**config.mk**
```make
export PLATFORM = sky130hd
export DESIGN_NAME = alu_rr_sequencer
export DESIGN_NICKNAME = d
export VERILOG_FILES = /design/src/rtl/alu_rr_sequencer.sv
export SDC_FILE = /design/constraint.sdc
export NUM_CORES = 1
export LEC_CHECK = 0
export ABC_AREA = 1
export CORE_AREA = 5 5 107 109
export DETAILED_ROUTE_END_ITERATION = 6
export DIE_AREA = 0 0 112 114
export DONT_BUFFER_PORTS = 1
export SYNTH_ARGS = -nofsm -noshare
export SYNTH_HDL_FRONTEND = slang
export SYNTH_SLANG_ARGS = --single-unit
```
**constraint.sdc**
```tcl
create_clock -name clk -period 2.6 [get_ports clk]
set_input_delay 0.13 -clock clk [delete_from_list [all_inputs] [get_ports clk]]
set_output_delay 0.13 -clock clk [all_outputs]
set_load 0.01 [all_outputs]
```
**src/rtl/alu_rr_sequencer.sv**
```systemverilog
// rtl/alu_rr_sequencer.sv - round-robin sequencer sharing one pipelined ALU between two requesters
module alu_rr_sequencer #(
  parameter int WIDTH   = 16,
  parameter int ALU_LAT = 1
) (
  input  logic             clk,
  input  logic             rst,
  input  logic             req0_valid,
  output logic             req0_ready,
  input  logic [2:0]       req0_op,
  input  logic [WIDTH-1:0] req0_a,
  input  logic [WIDTH-1:0] req0_b,
  input  logic             req1_valid,
  output logic             req1_ready,
  input  logic [2:0]       req1_op,
  input  logic [WIDTH-1:0] req1_a,
  input  logic [WIDTH-1:0] req1_b,
  output logic [WIDTH-1:0] alu_a,
  output logic [WIDTH-1:0] alu_b,
  output logic [2:0]       alu_op,
  input  logic [WIDTH-1:0] alu_result,
  output logic             rsp_valid,
  input  logic             rsp_ready,
  output logic             rsp_id,
  output logic [WIDTH-1:0] rsp_data,
  output logic             busy,
  output logic [15:0]      op_count
);

  typedef enum logic [1:0] {IDLE, EXEC, RESP} state_t;

  localparam logic [2:0] LAT_INIT = 3'(ALU_LAT);

  state_t           state_q, state_d;
  logic             last_grant_q;
  logic [2:0]       cnt_q;
  logic [WIDTH-1:0] alu_a_q, alu_b_q, rsp_data_q;
  logic [2:0]       alu_op_q;
  logic             rsp_valid_q, rsp_id_q;
  logic [15:0]      op_count_q;

  logic             grant_valid, grant_id, accept;

  // Tie goes to whichever requester was not served last.
  always_comb begin
    grant_valid = 1'b0;
    grant_id    = 1'b0;
    if (req0_valid && req1_valid) begin
      grant_valid = 1'b1;
      grant_id    = ~last_grant_q;
    end else if (req0_valid) begin
      grant_valid = 1'b1;
      grant_id    = 1'b0;
    end else if (req1_valid) begin
      grant_valid = 1'b1;
      grant_id    = 1'b1;
    end
  end

  assign accept     = (state_q == IDLE) && grant_valid && !rst;
  assign req0_ready = accept && !grant_id;
  assign req1_ready = accept && grant_id;

  always_comb begin
    state_d = state_q;
    case (state_q)
      IDLE:    if (accept) state_d = EXEC;
      EXEC:    if (cnt_q == 3'd0) state_d = RESP;
      RESP:    if (rsp_ready) state_d = IDLE;
      default: state_d = IDLE;
    endcase
  end

  always_ff @(posedge clk) begin
    if (rst) begin
      state_q      <= IDLE;
      last_grant_q <= 1'b1;
      cnt_q        <= 3'd0;
      alu_a_q      <= '0;
      alu_b_q      <= '0;
      alu_op_q     <= 3'd0;
      rsp_valid_q  <= 1'b0;
      rsp_id_q     <= 1'b0;
      rsp_data_q   <= '0;
      op_count_q   <= 16'd0;
    end else begin
      state_q <= state_d;
      case (state_q)
        IDLE: begin
          if (accept) begin
            alu_op_q     <= grant_id ? req1_op : req0_op;
            alu_a_q      <= grant_id ? req1_a  : req0_a;
            alu_b_q      <= grant_id ? req1_b  : req0_b;
            rsp_id_q     <= grant_id;
            last_grant_q <= grant_id;
            cnt_q        <= LAT_INIT;
          end
        end
        EXEC: begin
          // The extra cycle at cnt==0 covers the ALU input-setup edge.
          if (cnt_q == 3'd0) begin
            rsp_data_q  <= alu_result;
            rsp_valid_q <= 1'b1;
          end else begin
            cnt_q <= cnt_q - 3'd1;
          end
        end
        RESP: begin
          if (rsp_ready) begin
            rsp_valid_q <= 1'b0;
            op_count_q  <= op_count_q + 16'd1;
          end
        end
        default: ;
      endcase
    end
  end

  assign alu_a     = alu_a_q;
  assign alu_b     = alu_b_q;
  assign alu_op    = alu_op_q;
  assign rsp_valid = rsp_valid_q;
  assign rsp_id    = rsp_id_q;
  assign rsp_data  = rsp_data_q;
  assign op_count  = op_count_q;
  assign busy      = (state_q != IDLE);

endmodule

```
; After elaboration in Yosys (flattened, before gate mapping)
; Index checks and enable logic that the tools add are counted.
[word_totals]
out_inout_bits = 72
in_bits = 91
register_bits = 75
[op_classes]
bitwise = 1
n_mux = 18
reduce_logical = 18
add_sub_neg = 2
n_eq_ne = 6
[op_table]
columns = cell, count
row1 = $mux 16, 2
row2 = $add 16x1->16 const B, 1
row3 = $mux 3, 3
row4 = $reduce_and 3->1, 3
row5 = $ne 2x2->1 const B, 4
row6 = $mux 1, 7
row7 = $mux 2, 3
row8 = $pmux 2 s3, 1
row9 = $pmux 3 s2, 1
row10 = $reduce_and 2->1, 3
row11 = $reduce_bool 2->1, 3
row12 = $logic_and 1x1->1, 5
row13 = $logic_not 3->1, 1
row14 = $sub 3x1->3 const B, 1
row15 = $eq 2x1->1 const B, 1
row16 = $eq 2x2->1 const B, 1
row17 = $logic_not 1->1, 2
row18 = $logic_not 2->1, 1
row19 = $pmux 1 s2, 1
row20 = $not 1->1, 1

; Longest topological paths before layout
[logic_depth]
ltp_word = 7
ltp_mapped = 9
depth_no_buf = 8

; Worst setup path before layout
; No wires, ideal clock.
[synth_path]
path_type = flip-flop to flip-flop
start = reg op_count_q[0] (netlist: op_count[0])
end = reg op_count_q[8] (netlist: op_count[8])
setup_ns = 0.116
t_required_ns = 2.484
path_stages_with_launch = 7
slack_ns = 1.229
arrival_time_ns = 1.255
path_cell_list = dfxtp_1 > ha_1 > nand3_1 > nor2_1 > nand3_1 > o21ai_0 > nor2_1
[synth_via]
elab_chain_cells = 1
[synth_rtl]
columns = item, line_no
row1 = from (decl), 40  ; logic [15:0] op_count_q;
row2 = from (signal assigned), 111  ; op_count_q <= op_count_q + 16'd1;
row3 = $add 16x1->16, 111
; Every way passes these cells.
; A chain may end at the register's enable or synchronous reset.

; Final worst setup path
[layout_path]
start = reg state_q[1]
end = out req0_ready
[layout_via]
elab_chain_cells = 4
[layout_rtl]
columns = item, line_no
row1 = from (decl), 34  ; state_t state_q, state_d;
row2 = from (signal assigned), 87  ; state_q <= state_d;
row3 = $logic_not 2->1, 60  ; assign accept = (state_q == IDLE) && grant_valid && !rst;
row4 = $logic_and 1x1->1 (2 in a row), 60
row5 = $logic_and 1x1->1, 61  ; assign req0_ready = accept && !grant_id;
row6 = to (decl), 9  ; output logic req0_ready,
; Every way passes these cells.

==> metrics.md <==
| Metric | Value |
|---|---|
| R2R Setup Slk | 0.84 ns |
| Total Wirelength | 9650 um |
| Detail Route Antenna Nets | 0 |
| Met2 GRT Util | 24.50% |
| Hold Path Sink | alu_b[13] |
| Hold-fix buffers, CTS | 26 |
| Sequential area share after synthesis | 42.66% |
| Outcome | finished clean |
| CTS tree | yes |
| GR peak layer | met2 |
| Vias in the first global route | 3,253 |
| Clock buffer depth | 2 |
| Drt first pass iters | 4 |
| Synth unique cells | 24 |
| Total of max-cap violations | 0 |
| Clock power frac | 40.1% |
| Hold path start | req0_b[13] |
| Required time of the critical path | between 2 and 2.5 ns |
| Post-Place Setup Slack | between 0.8 and 0.9 ns |
| M1 GR Usage | between 10% and 20% |
| CP Launch Type | flip-flop |
| DRC errors left | 0 |
| Vias per cell | just under 5 |
| Row cnt | 38 |
| Crit end category | output pin |
| Clk slew on worst S/H paths | 0.09 ns |
| Top-level I/O count | 163 |
| CTS H-tree depth | 3 |
| Power per standard cell area | 683.0 nW/um^2 |
| Via count | 3,310 |
| Die width | between 100 and 150 um |
| Static Leakage | 0.001688 uW |
| Starting Density | about a third |
| Buf/Inv on CP | 2 |
| Seq pwr share | roughly 47% |
| Crit-path max cell delay | 0.46 ns |
| Worst Hold Depth | 4 |
| Mean Syn Cell Area | 6.756 um^2 |
| CTS Buf Count | 9 |
| Placed cells | 637 |
| Commonest non-fill, non-tap cell in the layout | nand2_1 |
| Post-synthesis register bit count | between 70 and 80 |
| Register area | 1501 um^2 |
| Worst rel slew slack | 56.13% |
| Switching pwr | roughly 770 uW |
| Fmax | 513.9 MHz |
| Synth Area in Compound Gates | 11.41% |
| RSZ-0062 raised after global routing | false |
| Clk Latency, worst-skew pair | 0.35 ns |
| Resize count post-CTS | 0 |
| Post-synthesis cell area | 3520 um^2 |
| Hold Path Class | primary input to flip-flop |
| R2R depth | 8 |
| Initial antenna violation count | 0 |
| Setup Crit Path Kind | flip-flop to output pin |
| Post-Synth XOR/XNOR Area | less than 1% |
| Fin. Hold Viols | 0 |
| Root buffer cell | clkbuf_8 |
| Min Tclk post-route | just under 2 ns |
| Area of the multi-input gates | 1727 um^2 |
| WL/cell | 14.21 um |
| Worst slew pin tran | 0.6557 ns |
| Peak VDD IR | about 340 uV |
| Worst path arrival time | 1.82 ns |
| Nets | ~630 |
| Cell family with most CP delay | buffers and inverters |
| Mux contribution to synthesized area | 0% |
| R2R Path End | rsp_data[5] |
| Pin count of the biggest net entering global routing | 44 |
| Post-Syn Nets | about 620 |
| Final Max Tran Viols | 0 |
| Setup TNS | 0 ns |
| Ant diodes | 0 |
| CTS sink cnt | 75 |
| Critical path, cell by cell | nor2_1, nand3_4, inv_2, nand2_1, inv_1 |
| Critical path's slowest cell | inv_2 |
| DP Wirelength | 6758 um |
| Overall Power | 2793 uW |
| Post-Synth Adder-Cell Area | 1.066% |
| DR iter-0 viols | ~260 |
| Final worst path period share | 74.85% |
| Core area | 10,510 um^2 |
| Internal power | 2027 uW |
| Synth area leaders | dfxtp_1, nand2_1, nor2_1 |
| Syn Inst Count | around 520 |
| Layout Cells excl Fill | a little under 700 |
| RePlAce Congestion | 0.7929 |
| Area Growth Syn to Fin | 16.17% |
| Die area | 12,770 um^2 |
| Setup Buffers After CTS | 0 |
| GRT Util Overall | approximately 15% |
| Commonest cells after routing, fill and taps aside | nand2_1, dfxtp_1, nor2_1 |
| Final global-route overflow total | 0 |
| Post-synthesis simple-gate area fraction | 36.33% |
| Power share of the combinational group | 13.1% |
| Max FO, Critical Path | 36 |
| FF-to-FF Start | cnt_q[0] |
| Met3 usage | 6.419% |
| Fill count | 1,088 |
| Synth warn | 0 |
| Final setup violation count | 0 |
| Die height | 114 um |
| Post-synth top area share | 42.66% |
| Number of buffers added on ports | 0 |
| Clock Skew | 0.009787 ns |
| Main combinational cell family by area after synthesis | simple AND/OR/NAND/NOR gates |
| Layout cells sized above 1 | about 8.2% |
| Global-route wire length before repair | 15,920 um |
| Fin worst setup slack | 0.6540 ns |
| Cell taking the most area after synthesis | dfxtp_1 |
| Sw Ratio | 27.41% |
[cell usage after synthesis]
| cell | count |
|---|---|
| dfxtp_1 | 75 |
| a21oi_2 | 15 |
| buf_12 | 1 |
| buf_2 | 7 |
| nand2_2 | 2 |
| o21ai_0 | 14 |
| ha_1 | 3 |
| nor2_2 | 1 |
| inv_2 | 2 |
| or2_4 | 1 |
| nand2_1 | 183 |
| nand3_1 | 50 |
| buf_4 | 5 |
| o21ai_1 | 9 |
| xor2_1 | 1 |
| clkbuf_1 | 13 |
| nand3_4 | 1 |
| nor3_1 | 1 |
| nor2_1 | 69 |
| nand4_1 | 4 |
| buf_6 | 3 |
| a21oi_1 | 31 |
| inv_1 | 29 |
| nor3b_1 | 1 |
[registers in the layout, summed over array words and instances, names as in the netlist]
register / count
cnt_q: 3
alu_a: 16
alu_b: 16
rsp_id: 1
last_grant_q: 1
rsp_valid: 1
op_count: 16
alu_op: 3
rsp_data: 16
state_q: 2
[layer usage]
metal	wire length (um)	part of all wire [%]	vias to the layer above
met4	276	2.9	0
li1	-	-	1671
met1	4188	43	1486
met3	946	9.8	21
met5	0	0	-
met2	4239	44	132
[area by class of cell]
class | count | area share (%)
clock inverter | 6 | 2.723
clock buffer | 10 | 3.366
sequential | 75 | 36.72
tap | 140 | 4.284
timing repair buffer | 31 | 7.834
inverter | 31 | 2.846
multi-input combinational | 386 | 42.23
[through the flow]
step / hold slack [ns] / area [um^2] / utilization (%)
5_1_grt: 0.007494 / 4089 / 38.91
3_5_place_dp: 0.2115 / 3570 / 33.97
4_1_cts: 0.0006767 / 4089 / 38.91
6_report: 0.02605 / 4089 / 38.91
3_3_place_gp: 0.2072 / 3570 / 33.97
2_1_floorplan: 0.2788 / 3520 / -
[how the worst max path moves through the flow]
stage	depth (start not counted)	start	endpoint
after global placement	8	cnt_q[0]	rsp_data[7]
final	5	state_q[1]	req0_ready
after floorplan	6	op_count[0]	op_count[8]
after CTS	5	state_q[1]	req0_ready
after global routing	5	state_q[1]	req0_ready
after detailed placement	8	cnt_q[0]	rsp_data[5]
[kinds of logic (layout without fill, tap and decap cells)]
group,count (synthesis),count (layout)
AND/OR/NAND/NOR,313,313
flip-flops,75,75
AO/OA/AOI/OAI,69,69
buffers and inverters,60,78
adder cells (fa/ha/maj),3,3
XOR/XNOR,1,1
[worst reg2reg max path, stage by stage, from the launching register on]
cell and delay (ns):
dfxtp_1 0.36, inv_1 0.08, ha_1 0.19, inv_1 0.06, nor2_1 0.05, nand2_1 0.44
inv_2 0.26, nor2_1 0.16, nor2_1 0.06
[power by group through the flow]
stage | clock network (uW) | logic (uW) | registers, uW
global route | 1210 | 425 | 1320
global placement | 0 | 310 | 1340
detailed placement | 0 | 323 | 1340
finish | 1120 | 365 | 1310
CTS | 1170 | 370 | 1310
floorplan | 0 | 296 | 1320
Power figures use the tool's default switching activity.
